## src/rtl/multicycle_ctrl_if.sv

```systemverilog
// multicycle_ctrl_if: opcode/memory handshake and datapath control bundle
// between the multi-cycle LEGv8 controller and its datapath.
interface multicycle_ctrl_if;
   logic [10:0] Op;
   logic        mem_ready;
   logic        mem_req;
   logic        IRWrite;
   logic        PCWrite;
   logic        Reg2Loc;
   logic        ALUSrc;
   logic        MemtoReg;
   logic        RegWrite;
   logic        MemRead;
   logic        MemWrite;
   logic        Branch;
   logic [1:0]  ALUOp;
   logic        illegal_op;
   logic        bus_err;
   logic [3:0]  state;

   modport master (
      input  Op, mem_ready,
      output mem_req, IRWrite, PCWrite, Reg2Loc, ALUSrc, MemtoReg,
      output RegWrite, MemRead, MemWrite, Branch, ALUOp,
      output illegal_op, bus_err, state
   );

   modport slave (
      output Op, mem_ready,
      input  mem_req, IRWrite, PCWrite, Reg2Loc, ALUSrc, MemtoReg,
      input  RegWrite, MemRead, MemWrite, Branch, ALUOp,
      input  illegal_op, bus_err, state
   );
endinterface

```

## src/rtl/multicycle_ctrl.sv

```systemverilog
// multicycle_ctrl: Moore FSM sequencing LEGv8 instructions with memory timeout.
// Optional MULTICYCLE_TRAP_EN: illegal opcodes park in TRAP instead of NOP.
module multicycle_ctrl #(
   parameter int MEM_TIMEOUT = 15
) (
   input logic              clk,
   input logic              reset_n,
   multicycle_ctrl_if.master bus
);
   localparam int CW = (MEM_TIMEOUT > 0) ? $clog2(MEM_TIMEOUT + 1) : 1;
   localparam logic [CW-1:0] TMAX = CW'(MEM_TIMEOUT);

   localparam logic [3:0] S_IDLE     = 4'd0;
   localparam logic [3:0] S_FETCH    = 4'd1;
   localparam logic [3:0] S_DECODE   = 4'd2;
   localparam logic [3:0] S_MEM_ADDR = 4'd3;
   localparam logic [3:0] S_MEM_RD   = 4'd4;
   localparam logic [3:0] S_WB_MEM   = 4'd5;
   localparam logic [3:0] S_MEM_WR   = 4'd6;
   localparam logic [3:0] S_EXEC_R   = 4'd7;
   localparam logic [3:0] S_WB_ALU   = 4'd8;
   localparam logic [3:0] S_BRANCH   = 4'd9;
   localparam logic [3:0] S_TRAP     = 4'd10;

   localparam logic [2:0] C_LD  = 3'd0;
   localparam logic [2:0] C_ST  = 3'd1;
   localparam logic [2:0] C_CB  = 3'd2;
   localparam logic [2:0] C_R   = 3'd3;
   localparam logic [2:0] C_ILL = 3'd4;

   logic [3:0]    state_q, state_d;
   logic [2:0]    cls_q, cls_d, dec_cls;
   logic [CW-1:0] cnt_q, cnt_d;
   logic          ill_q, ill_d;
   logic          err_q, err_d;
   logic          mem_st, tmo;

   // Opcode class decode from the instruction register
   always_comb begin
      dec_cls = C_ILL;
      unique case (1'b1)
         bus.Op == 11'b111_1100_0010: dec_cls = C_LD;
         bus.Op == 11'b111_1100_0000: dec_cls = C_ST;
         bus.Op[10:3] == 8'b1011_0100: dec_cls = C_CB;
         bus.Op == 11'b100_0101_1000: dec_cls = C_R;
         bus.Op == 11'b110_0101_1000: dec_cls = C_R;
         bus.Op == 11'b100_0101_0000: dec_cls = C_R;
         bus.Op == 11'b101_0101_0000: dec_cls = C_R;
         default:                      dec_cls = C_ILL;
      endcase
   end

   assign mem_st = (state_q == S_FETCH) || (state_q == S_MEM_RD) ||
                   (state_q == S_MEM_WR);
   assign tmo = (MEM_TIMEOUT != 0) && mem_st && !bus.mem_ready &&
                (cnt_q == TMAX);

   // Next state, latched class, sticky illegal flag and wait counter
   always_comb begin
      state_d = state_q;
      cls_d   = cls_q;
      ill_d   = ill_q;
      case (state_q)
         S_IDLE:   state_d = S_FETCH;
         S_FETCH:  if (bus.mem_ready) state_d = S_DECODE;
         S_DECODE: begin
            cls_d = dec_cls;
            case (dec_cls)
               C_LD, C_ST: state_d = S_MEM_ADDR;
               C_CB:       state_d = S_BRANCH;
               C_R:        state_d = S_EXEC_R;
               default: begin
                  ill_d = 1'b1;
`ifdef MULTICYCLE_TRAP_EN
                  state_d = S_TRAP;
`else
                  state_d = S_FETCH;
`endif
               end
            endcase
         end
         S_MEM_ADDR: state_d = (cls_q == C_ST) ? S_MEM_WR : S_MEM_RD;
         S_MEM_RD:   if (bus.mem_ready) state_d = S_WB_MEM;
         S_WB_MEM:   state_d = S_FETCH;
         S_MEM_WR:   if (bus.mem_ready) state_d = S_FETCH;
         S_EXEC_R:   state_d = S_WB_ALU;
         S_WB_ALU:   state_d = S_FETCH;
         S_BRANCH:   state_d = S_FETCH;
         S_TRAP:     state_d = S_TRAP;
         default:    state_d = S_IDLE;
      endcase
      if (tmo) state_d = S_IDLE;
      if (state_d != state_q) cnt_d = '0;
      else if (mem_st && !bus.mem_ready) cnt_d = cnt_q + 1'b1;
      else cnt_d = cnt_q;
      err_d = tmo;
   end

   // State registers; reset parks in IDLE with flags cleared
   always_ff @(posedge clk or negedge reset_n) begin
      if (!reset_n) begin
         state_q <= S_IDLE;
         cls_q   <= C_ILL;
         cnt_q   <= '0;
         ill_q   <= 1'b0;
         err_q   <= 1'b0;
      end else begin
         state_q <= state_d;
         cls_q   <= cls_d;
         cnt_q   <= cnt_d;
         ill_q   <= ill_d;
         err_q   <= err_d;
      end
   end

   // Moore outputs per state; FETCH strobes and DECODE Reg2Loc look ahead
   always_comb begin
      bus.mem_req  = 1'b0;
      bus.IRWrite  = 1'b0;
      bus.PCWrite  = 1'b0;
      bus.Reg2Loc  = 1'b0;
      bus.ALUSrc   = 1'b0;
      bus.MemtoReg = 1'b0;
      bus.RegWrite = 1'b0;
      bus.MemRead  = 1'b0;
      bus.MemWrite = 1'b0;
      bus.Branch   = 1'b0;
      bus.ALUOp    = 2'b00;
      case (state_q)
         S_FETCH: begin
            bus.mem_req = 1'b1;
            bus.IRWrite = bus.mem_ready;
            bus.PCWrite = bus.mem_ready;
         end
         S_DECODE: bus.Reg2Loc = (dec_cls == C_ST) || (dec_cls == C_CB);
         S_MEM_ADDR: begin
            bus.ALUSrc  = 1'b1;
            bus.Reg2Loc = (cls_q == C_ST);
         end
         S_MEM_RD: begin
            bus.mem_req = 1'b1;
            bus.MemRead = 1'b1;
            bus.ALUSrc  = 1'b1;
         end
         S_WB_MEM: begin
            bus.RegWrite = 1'b1;
            bus.MemtoReg = 1'b1;
         end
         S_MEM_WR: begin
            bus.mem_req  = 1'b1;
            bus.MemWrite = 1'b1;
            bus.ALUSrc   = 1'b1;
            bus.Reg2Loc  = 1'b1;
         end
         S_EXEC_R: bus.ALUOp = 2'b10;
         S_WB_ALU: begin
            bus.RegWrite = 1'b1;
            bus.ALUOp    = 2'b10;
         end
         S_BRANCH: begin
            bus.Reg2Loc = 1'b1;
            bus.Branch  = 1'b1;
            bus.ALUOp   = 2'b01;
         end
         default: ;
      endcase
   end

   assign bus.illegal_op = ill_q;
   assign bus.bus_err    = err_q;
   assign bus.state      = state_q;
endmodule

```

## src/flat_wrapper.sv

```systemverilog
// flat-port wrapper written by rule: the top's interface ports become plain ports
module multicycle_ctrl_flat 
#(
   parameter int MEM_TIMEOUT = 15
)
  (clk, reset_n, bus_Op, bus_mem_ready, bus_mem_req, bus_IRWrite, bus_PCWrite, bus_Reg2Loc, bus_ALUSrc, bus_MemtoReg, bus_RegWrite, bus_MemRead, bus_MemWrite, bus_Branch, bus_ALUOp, bus_illegal_op, bus_bus_err, bus_state);
  multicycle_ctrl_if bus_i ();
  input logic clk;
  input logic reset_n;
  input wire logic [$bits(bus_i.Op)-1:0] bus_Op;
  input wire logic [$bits(bus_i.mem_ready)-1:0] bus_mem_ready;
  output wire logic [$bits(bus_i.mem_req)-1:0] bus_mem_req;
  output wire logic [$bits(bus_i.IRWrite)-1:0] bus_IRWrite;
  output wire logic [$bits(bus_i.PCWrite)-1:0] bus_PCWrite;
  output wire logic [$bits(bus_i.Reg2Loc)-1:0] bus_Reg2Loc;
  output wire logic [$bits(bus_i.ALUSrc)-1:0] bus_ALUSrc;
  output wire logic [$bits(bus_i.MemtoReg)-1:0] bus_MemtoReg;
  output wire logic [$bits(bus_i.RegWrite)-1:0] bus_RegWrite;
  output wire logic [$bits(bus_i.MemRead)-1:0] bus_MemRead;
  output wire logic [$bits(bus_i.MemWrite)-1:0] bus_MemWrite;
  output wire logic [$bits(bus_i.Branch)-1:0] bus_Branch;
  output wire logic [$bits(bus_i.ALUOp)-1:0] bus_ALUOp;
  output wire logic [$bits(bus_i.illegal_op)-1:0] bus_illegal_op;
  output wire logic [$bits(bus_i.bus_err)-1:0] bus_bus_err;
  output wire logic [$bits(bus_i.state)-1:0] bus_state;
  assign bus_i.Op = bus_Op;
  assign bus_i.mem_ready = bus_mem_ready;
  assign bus_mem_req = bus_i.mem_req;
  assign bus_IRWrite = bus_i.IRWrite;
  assign bus_PCWrite = bus_i.PCWrite;
  assign bus_Reg2Loc = bus_i.Reg2Loc;
  assign bus_ALUSrc = bus_i.ALUSrc;
  assign bus_MemtoReg = bus_i.MemtoReg;
  assign bus_RegWrite = bus_i.RegWrite;
  assign bus_MemRead = bus_i.MemRead;
  assign bus_MemWrite = bus_i.MemWrite;
  assign bus_Branch = bus_i.Branch;
  assign bus_ALUOp = bus_i.ALUOp;
  assign bus_illegal_op = bus_i.illegal_op;
  assign bus_bus_err = bus_i.bus_err;
  assign bus_state = bus_i.state;
  multicycle_ctrl #(.MEM_TIMEOUT(MEM_TIMEOUT)) u_core (.clk(clk), .reset_n(reset_n), .bus(bus_i));
endmodule
```

## config.mk

```make
export PLATFORM = sky130hd
export DESIGN_NAME = multicycle_ctrl_flat
export DESIGN_NICKNAME = d
export VERILOG_FILES = /design/src/rtl/multicycle_ctrl_if.sv /design/src/rtl/multicycle_ctrl.sv /design/src/flat_wrapper.sv
export SDC_FILE = /design/constraint.sdc
export NUM_CORES = 1
export LEC_CHECK = 0
export CELL_PAD_IN_SITES_DETAIL_PLACEMENT = 1
export CELL_PAD_IN_SITES_GLOBAL_PLACEMENT = 1
export CORE_ASPECT_RATIO = 0.75
export CORE_UTILIZATION = 33
export DETAILED_ROUTE_END_ITERATION = 7
export PLACE_DENSITY = 0.82
export REMOVE_ABC_BUFFERS = 1
export SETUP_SLACK_MARGIN = 0.02
export SYNTH_ARGS = -nofsm -noshare
export SYNTH_HDL_FRONTEND = slang
export SYNTH_SLANG_ARGS = --single-unit
```

## constraint.sdc

```tcl
create_clock -name clk -period 2.1 [get_ports clk]
set_input_delay 0.42 -clock clk [delete_from_list [all_inputs] [get_ports clk]]
set_output_delay 0.42 -clock clk [all_outputs]
set_load 0.02 [all_outputs]
```

# Yosys cells after proc, flatten, opt, wreduce, memory -nomap -nowiden
# Cells that the tools add are included.
# word_totals
regBits,13
output_inout_bits,18
word_cells,69
in_bits,14
# classes
n_mux,20
reduce_logical,19
addsub,1
n_eq_ne,23
bitwise,1
# ops
op,count
$eq 11x11->1 const B,6
$pmux 4 s8,1
$mux 4,6
$eq 4x3->1 const B,4
$eq 4x4->1 const B,4
$pmux 3 s4,1
$pmux 4 s3,1
$reduce_or 4->1,3
$eq 4x2->1 const B,2
$eq 8x8->1 const B,1
$mux 1,8
$reduce_or 2->1,4
$eq 3x1->1 const B,2
$eq 3x2->1 const B,2
$reduce_or 3->1,2
$add 4x1->4 const B,1
$eq 4x1->1 const B,1
$logic_not 4->1,1
$ne 4x4->1,1
$pmux 2 s2,1
$logic_not 3->1,1
$logic_or 1x1->1,3
$pmux 1 s3,1
$logic_and 1x1->1,2
5 further kinds,5

# Logic depth before layout (Yosys ltp)
# Gate-level depths: netlist of run 1.
# logic_depth
depth_word,10
ltp_mapped,7
depth_no_buf,6

# Worst setup path before layout of run 1
# No wires, ideal clock.
# synth_timing
kind,register -> output
startpoint,"reg u_core.state_q[3], in the netlist u_core.bus.state[3]"
endpoint,out bus_PCWrite
arrival_ps,1868
path_buffers,4
required_ps,1680
setup_slack_ps,-188
path_stages_with_launch,6
path_cell_list,dfrtp_1 > buf_2 > clkbuf_1 > clkbuf_1 > nor3b_1 > buf_4
# synth_via
elab_chain_len,2
# synth_lines
item,line,source
start: declaration,multicycle_ctrl.sv:31,"logic [3:0] state_q, state_d;"
start signal: assignment,multicycle_ctrl.sv:108,state_q <= state_d;
$eq 4x1->1,-,
$mux 1,-,
end: declaration,flat_wrapper.sv:14,output wire logic [$bits(bus_i.PCWrite)-1:0] bus_PCWrite;
# No other way between the ends.

# Final worst setup path of run 1
# layout_timing
startpoint,"reg u_core.state_q[3], in the netlist u_core.bus.state[3]"
endpoint,out bus_Reg2Loc
# layout_via
elab_chain_len,3
elab_cells_between_ends,6
cone_classes,eq/ne (4); mux (1); reduce/logical (1)
# layout_lines
item,line,source
$eq 4x4->1 / $eq 4x3->1 (equally long branches),multicycle_ctrl.sv:129,case (state_q)
$reduce_or 2->1 (no source line),-,
$pmux 1 s3 *,multicycle_ctrl.sv:129,
end: declaration,flat_wrapper.sv:15,output wire logic [$bits(bus_i.Reg2Loc)-1:0] bus_Reg2Loc;
# Every way passes the cells marked *; elsewhere a longest branch is shown, timed or not.

==> out/qor.txt, run 1 <==
I/O Buffers = 31
Slowest cell on the critical path = dfrtp_1
CTS Buffer Depth = 2
Most used cell along the critical path = buf_4
RSZ-0062 raised after global routing = true
Max incr delay on CP = 0.40 ns
Cell row count = 17
DIE AREA = 3390 um2
FFs w/ async S/R, synth = 100%
Share of cells above drive strength 1 = 31.2%
Max-slew headroom = 61.7%
Die Wd = 66.9 um
WP data required = 1.68 ns
Final Skew = 0.00232 ns
Global-route wire length before repair = 5.93 mm
Post-synth EDFFs = 0
CTS Root Cell = clkbuf_8
Number of global-route vias before repair = 1,196
CTS tree = done
Area Growth Syn to Fin = 61.9%
Total track usage = 23.9%
Synthesis-stage register bit count = 13
Setup ws final = 0.0279 ns
Final Setup Violations = 0
DP Area = 1610 um2
Worst vdd ir = 381 uV
Largest net degree at the start of global routing = 27
PD cells = 1060 nW/um2
Vias per cell = 5.53
Status = finished, final reports clean
Synthesized area per cell = 7.91 um2
Cells after Synth = 132
Die height = 50.7 um
Multi-input logic area = 696 um2
Starting DRC count in detailed routing = 27
GRT Residual Overflow = 0
Via Count = 1,255
Pins over their slew limit = 0
Placed Instances = 222
# Max-Cap Violations = 0
Cell Chain, Critical Path = nor4b_1 > buf_4 > mux2_2 > nand3_1 > o211ai_1 > buf_4
Cell Area, Synth = 1040 um2
Synth warnings = 0
Seq/Total Area, Yosys = 31.3%
Clk Latency, worst-skew pair = 0.24 ns
Setup total negative slack = 0 ns
Least-Margin Pin Slew = 0.572 ns
Power Total = 1790 uW
Hold-fix buffers, CTS = 0
Critical path type = flip-flop to output pin
Top_reg_cell synth = dfrtp_1
Finished layout cell area = 1690 um2
Post-route minimum period = 2.07 ns
Worst setup EP type = output pin
# fillers = 358
CTS sink cnt = 13
CP arrival = 1.65 ns
Non-Filler Instances = 227
Starting Density = 35.0%
Most frequent cells in the layout = buf_4, nor2_1, a21oi_1, clkdlybuf4s50_1, dfrtp_1
Max frequency = 483 MHz
Register area = 328 um2
Routed len/inst = 17.6 um
Number of remaining DRC errors = 0
GP Congestion = 0.821
Cell variety after synth = 43
Clock slew at reported path FFs = 0.05 ns
First-pass DRT Iterations = 4
Commonest non-fill, non-tap cell in the layout = buf_4
Worst slack, placed = -0.751 ns
Startpoint types = flip-flop
Num CTS Buffers = 3
Number of diodes = 0
# nets final = 205
Post-Route WL = 3.99 mm
P_leak = 0.000789 uW
Initial antenna violation count = 0
DP HPWL = 2.97 mm
Worst min path class = flip-flop to flip-flop
Crit Path Max Fanout = 2
CTS H-tree lvls = 1
Hold violation total from the final report = 0
Post-route ant nets = 0
Final period utilization = 98.7%
Core Region = 2980 um2
IO Pins = 32
[report_power, final]
| group | switching, uW | internal (uW) | leakage, uW |
|---|---|---|---|
| Combinational | 616 | 551 | 0.000601 |
| Sequential | 78.6 | 326 | 0.000166 |
| Clock | 86.5 | 134 | 0.0000228 |
[registers in the layout (all words and copies together), names as in the netlist]
name,flops
u_core.bus.illegal_op,1
u_core.cnt_q,4
u_core.bus.state,4
u_core.bus.bus_err,1
u_core.cls_q,3
[what timing repair did]
| action | CTS | global route |
|---|---|---|
| resized for setup | 36 | 26 |
| pin swaps | 1 | 4 |
| endpoints found under the setup margin | 12 | 10 |
| setup buffers | 0 | 1 |
[cell usage after synthesis, types with 2 or more instances]
cell type	count	area share, %
nand2_1	9	3.2
nor3b_1	4	2.9
nand4b_1	2	1.7
inv_1	6	2.2
a21oi_1	11	5.3
nand3_1	7	3.4
a22oi_1	2	1.4
mux2_2	2	2.2
o21bai_1	2	1.4
clkbuf_1	3	1.1
nor4_1	2	1.2
nor4bb_1	2	1.9
o22ai_1	2	1.2
a31oi_1	3	1.8
dfrtp_1	12	29
nor2_1	21	7.6
buf_2	3	1.4
o211ai_1	2	1.4
buf_4	3	2.2
mux2i_1	2	1.9
xnor2_1	2	1.7
a221oi_1	2	1.7
nand2b_1	4	2.4
o21ai_0	4	1.9
nor2b_1	2	1.2
[final cells by class]
cell class	count	share of cell area [%]
clock buffers	4	2.67
well taps	38	2.81
inverters	6	1.33
multi-input cells	103	41.2
flip-flops and latches	13	19.4
repair buffers	63	32.6
[metrics by stage]
stage / hold WS, ns / util, %
after detailed placement: 0.470 / 53.9
after global placement: 0.453 / 53.9
final: 0.476 / 56.7
after global routing: 0.490 / 56.7
after floorplan: 0.124 / -
after CTS: 0.481 / 56.2
[worst max-delay path, delay by kind of cell (launching register included)]
family	cells	cell delay, ns
buffers and inverters	2	0.36
AO/OA/AOI/OAI	1	0.11
AND/OR/NAND/NOR	2	0.39
multiplexers	1	0.14
flip-flops	1	0.40
[routing by layer]
layer / track usage [%] / wire length [um]
met1: 31.8 / 1790
met2: 40.4 / 1950
met3: 2.27 / 138
met4: 7.45 / 103
met5: 0 / 0
[final timing paths]
kind                                startpoint                   to  slack (ns)  depth (start not counted)
max reg2reg                u_core.bus.state[2]      u_core.cnt_q[3]        0.14                          8
min                            u_core.cls_q[2]      u_core.cls_q[2]        0.48                          2
min reg2reg                    u_core.cls_q[2]      u_core.cls_q[2]        0.48                          2
min in group asynchronous              reset_n  u_core.bus.state[1]        0.55                          1
max                        u_core.bus.state[3]          bus_Reg2Loc        0.03                          6
max in group asynchronous              reset_n  u_core.bus.state[0]        1.15                          1
[kinds of logic after synthesis]
group / Yosys count / synth area share (%)
buf+inv: 16 / 7.19
mux: 4 / 4.08
simple gates: 61 / 33.1
compound gates: 34 / 20.6
fa+ha+maj: 1 / 1.20
xor+xnor: 3 / 2.52
flops: 13 / 31.3
Power figures use the tool's default switching activity.
==> run 2, diff against run 1 <==
--- a/config.mk
+++ b/config.mk
@@ -8,9 +8,9 @@
 export CELL_PAD_IN_SITES_DETAIL_PLACEMENT = 1
 export CELL_PAD_IN_SITES_GLOBAL_PLACEMENT = 1
 export CORE_ASPECT_RATIO = 0.75
-export CORE_UTILIZATION = 33
+export CORE_UTILIZATION = 30
 export DETAILED_ROUTE_END_ITERATION = 7
-export PLACE_DENSITY = 0.82
+export PLACE_DENSITY = 0.76
 export REMOVE_ABC_BUFFERS = 1
 export SETUP_SLACK_MARGIN = 0.02
 export SYNTH_ARGS = -nofsm -noshare
==> run 2 against run 1 <==
  * Combinational power about the same
  * Clock skew increased by 0.0028 ns
  * Global-route usage shrank 2.1 points
  * Critical path depth shrank 1
  * Clock power hardly changed
  * Register-to-register slack gained 0.04 ns
  * Final cell count rose by 1.3%
  * Critical endpoint unchanged
  * Largest power group unchanged
==> out/qor.txt, run 2 (synthesis gave the netlist of run 1 again) <==
IO Pins = 32 (unchanged)
Gr busiest metal = met2
Cell Chain, Critical Path = buf_4 > mux2_2 > nand3_1 > o211ai_1 > buf_4
CP arrival = 1.58 ns (-0.07 ns)
Grt met2 use = 37.7% (-2.7 points)
Final Skew = 0.00516 ns (+0.00284 ns)
Final Setup Violations = 0 (unchanged)
DP HPWL = 2.86 mm (-3.7%)
Post-route minimum period = 2.00 ns (-0.0727 ns)
Critical path type = flip-flop to output pin
RSZ-0062 raised after global routing = true
Total track usage = 21.8% (-2.1 points)
Core Region = 3310 um2 (+11%)
# Max-Cap Violations = 0 (unchanged)
Post-Route WL = 3.94 mm (-1.2%)
GRT Residual Overflow = 0 (unchanged)
DIE AREA = 3720 um2 (+9.6%)
Met1 usage = 28.5% (-3.3 points)
Worst vdd ir = 594 uV (+56%)
Clk Latency, worst-skew pair = 0.24 ns (about the same)
Most used cell along the critical path = buf_4
Number of diodes = 0 (unchanged)
CP Buf/Inv Count = 2 (unchanged)
Share of cells above drive strength 1 = 33.7% (+2.5 points)
WP data required = 1.68 ns (about the same)
Largest delay share family, worst path = flip-flops
Commonest non-fill, non-tap cell in the layout = buf_4
Logic pwr share = 64.5% (-0.6 points)
Crit Path Max Fanout = 6 (+4)
Vias per cell = 5.40 (-2.3%)
Least-Margin Pin Slew = 0.557 ns (-0.0154 ns)
Pins over their slew limit = 0 (unchanged)
Worst slack, placed = -0.677 ns (+0.0744 ns)
Hold violation total from the final report = 0 (unchanged)
Max frequency = 500 MHz (+3.6%)
P_leak = 0.000807 uW (+2.3%)
First-pass DRT Iterations = 4 (unchanged)
Number of remaining DRC errors = 0 (unchanged)
Routed len/inst = 17.1 um (-2.5%)
Max-slew headroom = 62.7% (+1.0 points)
Most frequent cells in the layout = buf_4, nor2_1, a21oi_1
Switch share = 44.0% (+0.43 points)
# nets final = 206 (+0.49%)
R2r setup slk = 0.18 ns (+0.04 ns)
Area Growth Syn to Fin = 62.6%
CTS H-tree lvls = 1 (unchanged)
Final period utilization = 95.2% (-3.5 points)
Die Wd = 70.1 um (+4.7%)
# fillers = 413 (+15%)
Num CTS Buffers = 3 (unchanged)
Cell row count = 18 (+1)
GR Util met3 = 2.48% (+0.20 points)
CTS Buffer Depth = 2 (unchanged)
Largest net degree at the start of global routing = 27 (unchanged)
Post-route ant nets = 0 (unchanged)
Die height = 53.1 um (+4.7%)
Max incr delay on CP = 0.49 ns (+0.09 ns)
Switching pwr = 781 uW (about the same)
CTS tree = done
CTS Root Cell = clkbuf_8
Cell-internal power = 994 uW (-1.7%)
GP Congestion = 0.834 (+1.6%)
Hold-fix buffers, CTS = 0 (unchanged)
Setup ws final = 0.101 ns (+0.0727 ns)
Worst min path class = flip-flop to flip-flop
Initial antenna violation count = 0 (unchanged)
Startpoint types = flip-flop
Sequential share of power = 23.3% (+0.7 points)
Global-route wire length before repair = 6.27 mm (+5.6%)
Clock slew at reported path FFs = 0.06 ns (about the same)
Starting Density = 31.5% (-3.5 points)
Worst setup EP type = output pin
I/O Buffers = 31 (unchanged)
PD cells = 1050 nW/um2 (-1.4%)
Via Count = 1,242 (-1.0%)
Clock share of power = 12.2% (about the same)
Starting DRC count in detailed routing = 71 (+160%)
Power Total = 1780 uW (-0.94%)
Status = finished, final reports clean
CTS sink cnt = 13 (unchanged)
Slowest cell on the critical path = dfrtp_1
Number of global-route vias before repair = 1,247 (+4.3%)
-- run 2: final cells by class --
cell class	instances	area, um2	share of cell area (%)
flip-flops and latches	13	329	19.4
well taps	40	50.0	2.95
repair buffers	64	537	31.6
inverters	6	22.5	1.33
clock buffers	4	45.0	2.65
multi-input cells	103	713	42.0
-- run 2: timing repair --
| item | 4_1_cts | 5_1_grt |
|---|---|---|
| hold endpoints to repair | 0 | 0 |
| setup buffers | 0 | 1 |
| gates cloned | 0 | 0 |
| resized for setup | 30 | 32 |
| pin swaps | 1 | 4 |
| setup endpoints to repair | 12 | 13 |
-- run 2: worst register-to-register path, cell delays in order (launching register included) --
cell      delay, ns
dfrtp_1        0.36
buf_4          0.29
and2b_1        0.25
buf_4          0.15
a221oi_1       0.37
a221o_1        0.20
nand3_2        0.11
nor2_1         0.13
-- run 2: worst paths after layout --
check | end | depth (start not counted) | from
setup / recovery | bus_Reg2Loc | 5 | u_core.bus.state[1]
hold / removal | u_core.bus.illegal_op | 1 | u_core.bus.illegal_op
setup reg to reg | u_core.cnt_q[2] | 7 | u_core.bus.state[3]
hold reg to reg | u_core.bus.illegal_op | 1 | u_core.bus.illegal_op
max in group asynchronous | u_core.bus.state[2] | 1 | reset_n
min in group asynchronous | u_core.bus.bus_err | 1 | reset_n
-- run 2: through the flow --
step / TNS, ns / cell area (um2) / instances / utilization (%) / hold WS (ns)
after global routing: 0 / 1700 / 230 / 51.2 / 0.510
after CTS: -0.0823 / 1640 / 229 / 49.6 / 0.482
after global placement: -1.02 / 1590 / 225 / 48.1 / 0.454
after floorplan: -0.729 / 991 / 122 / - / 0.124
after detailed placement: -1.91 / 1590 / 225 / 48.1 / 0.466
final: 0 / 1700 / 230 / 51.2 / 0.478
-- run 2: power groups by stage --
stage | Sequential (uW) | Clock [uW] | Combinational (uW)
2_1_floorplan | 501 | 0 | 447
3_3_place_gp | 402 | 0 | 1120
3_5_place_dp | 408 | 0 | 1150
4_1_cts | 406 | 225 | 1110
5_1_grt | 423 | 237 | 1240
6_report | 414 | 217 | 1140
-- run 2: metal layers --
layer	vias up	part of all wire, %
li1	587	-
met1	600	45
met2	45	47
met5	-	0
met3	10	6.2
met4	0	1.8
==> run 3, diff against run 2 <==
--- a/config.mk
+++ b/config.mk
@@ -13,6 +13,7 @@
 export PLACE_DENSITY = 0.76
 export REMOVE_ABC_BUFFERS = 1
 export SETUP_SLACK_MARGIN = 0.02
+export SKIP_CTS_REPAIR_TIMING = 1
 export SYNTH_ARGS = -nofsm -noshare
 export SYNTH_HDL_FRONTEND = slang
 export SYNTH_SLANG_ARGS = --single-unit
==> constraint.sdc (replaced) <==
create_clock -name clk -period 2.45 [get_ports clk]
set_input_delay 0.49 -clock clk [delete_from_list [all_inputs] [get_ports clk]]
set_output_delay 0.49 -clock clk [all_outputs]
set_load 0.02 [all_outputs]
==> run 3 against run 2 <==
  * Non-clock buffer count down 18
  * Count of clock-buffer cells in the layout unchanged
  * First-iteration DRC count down 37%
  * Worst setup slack worse by 0.050 ns
  * Worst hold slack worse by 0.010 ns
  * Register-to-register slack better by 0.53 ns
  * Combinational power down 29%
  * Clock skew down 0.0039 ns
  * Flip-flop and latch count unchanged
  * Sequential share of layout area up 1.9 points
==> out/qor.txt, run 3 (synthesis gave the netlist of run 1 again) <==
Number of diodes = 0 (unchanged)
R2r setup slk = 0.71 ns (+0.53 ns)
Critical Path Sink = bus_Reg2Loc
Cell row count = 18 (unchanged)
PD cells = 886 nW/um2 (-15%)
WP data required = 1.96 ns (+0.28 ns)
Non-Filler Instances = 212 (-7.8%)
Max frequency = 417 MHz
First-pass DRT Iterations = 4 (unchanged)
Largest net degree at the start of global routing = 27 (unchanged)
Hold violation total from the final report = 0 (unchanged)
Least-Margin Pin Slew = 0.587 ns (+0.0300 ns)
Die Wd = 70.1 um (unchanged)
Post-route minimum period = 2.40 ns
Share of cells above drive strength 1 = 19.8% (-14 points)
Max-slew headroom = 60.7% (-2.0 points)
GRT Residual Overflow = 0 (unchanged)
Startpoint types = input pin
Highest routed metal layer = met4
Status = finished, final reports clean
I/O Buffers = 31 (unchanged)
Crit Path Max Fanout = 3 (-3)
CTS Buffer Depth = 2 (unchanged)
Core Region = 3310 um2 (unchanged)
Critical path startpoint = bus_Op[10]
Register area = 330 um2 (+0.38%)
Reg2reg start = u_core.bus.state[3]
Via Count = 1,135 (-8.6%)
DIE AREA = 3720 um2 (unchanged)
Total track usage = 19.0% (-2.7 points)
Critical path type = input pin to output pin
Hold WS = 0.468 ns (-0.0102 ns)
Met2 WL post-DR = 1.57 mm (-16%)
Number of remaining DRC errors = 0 (unchanged)
Final Setup Violations = 0 (unchanged)
Worst min path class = flip-flop to flip-flop
FF-to-FF End = u_core.cnt_q[0]
Post-route ant nets = 0 (unchanged)
Clk Latency, worst-skew pair = 0.25 ns (about the same)
Vias per cell = 5.35 (-0.86%)
DP HPWL = 2.61 mm (-8.9%)
Multi-input logic area = 664 um2 (-6.8%)
# fillers = 401 (-2.9%)
CTS Root Cell = clkbuf_8
CTS H-tree lvls = 1 (unchanged)
Final period utilization = 98.0%
Number of global-route vias before repair = 1,156 (-7.3%)
IO Pins = 32 (unchanged)
Worst setup EP type = output pin
CP arrival = 1.91 ns (+0.33 ns)
Die height = 53.1 um (unchanged)
Post-Route WL = 3.37 mm (-14%)
Worst vdd ir = 406 uV (-32%)
Starting Density = 31.5% (unchanged)
Initial antenna violation count = 0 (unchanged)
Global-route wire length before repair = 5.41 mm (-14%)
Fin util = 46.9% (-4.3 points)
# Max-Cap Violations = 0 (unchanged)
Area Growth Syn to Fin = 48.8%
Placed Instances = 208 (-7.6%)
Starting DRC count in detailed routing = 45 (-37%)
GP Congestion = 0.824 (-1.3%)
Routed metal-1 wirelength = 1.60 mm (-9.4%)
Reg2reg path depth = 6 (-1)
P_leak = 0.000738 uW (-8.6%)
Routed len/inst = 15.9 um (-7.2%)
Clock slew at reported path FFs = 0.05 ns (about the same)
CTS tree = done
Pins over their slew limit = 0 (unchanged)
Setup total negative slack = 0 ns (unchanged)
Met3 WL = 118 um (-52%)
Most frequent cells in the layout = nor2_1, clkdlybuf4s50_1, buf_4
Final Skew = 0.00127 ns (-0.00389 ns)
Num CTS Buffers = 3 (unchanged)
CTS sink cnt = 13 (unchanged)
# nets final = 188 (-8.7%)
## run 3: cell type report
cell class                      instances  share of cell area (%)
Tap cell                               40                    3.22
Timing Repair Buffer                   46                    28.4
Clock buffer                            4                    2.90
Sequential cell                        13                    21.3
Multi-Input combinational cell        103                    42.8
Inverter                                6                    1.45
## run 3: layer usage
metal | up-vias | GRT usage (%)
li1 | 552 | -
met1 | 549 | 24.6
met2 | 25 | 32.1
met3 | 9 | 2.10
met4 | 0 | 9.67
met5 | - | 0
## run 3: critical path, stage by stage
cell and delay (ns):
clkdlybuf4s50_1 0.50, nor3b_1 0.36, nand3_1 0.17, o211ai_1 0.18, clkbuf_2 0.20
## run 3: power breakdown
part / switching (uW) / internal (uW) / total, uW
clock: 78.9 / 115 / 194
sequential: 89.2 / 282 / 371
combinational: 442 / 368 / 810
total: 610 / 765 / 1380
## run 3: how the worst min path moves through the flow
stage                                     start                    end  slack [ns]  cells after the start
final                     u_core.bus.illegal_op  u_core.bus.illegal_op        0.47                      1
after global routing      u_core.bus.illegal_op  u_core.bus.illegal_op        0.48                      1
after CTS                 u_core.bus.illegal_op  u_core.bus.illegal_op        0.48                      1
after detailed placement  u_core.bus.illegal_op  u_core.bus.illegal_op        0.46                      1
after global placement    u_core.bus.illegal_op  u_core.bus.illegal_op        0.46                      1
after floorplan                         reset_n     u_core.bus.bus_err        0.19                      0
## run 3: per-stage QoR
| stage | area (um2) | total power, uW | setup WS [ns] |
|---|---|---|---|
| 2_1_floorplan | 991 | 813 | -0.0749 |
| 3_3_place_gp | 1460 | 1150 | -0.358 |
| 3_5_place_dp | 1460 | 1180 | -0.413 |
| 4_1_cts | 1510 | 1380 | -0.420 |
| 5_1_grt | 1550 | 1480 | -0.0654 |
| 6_report | 1550 | 1380 | 0.0502 |
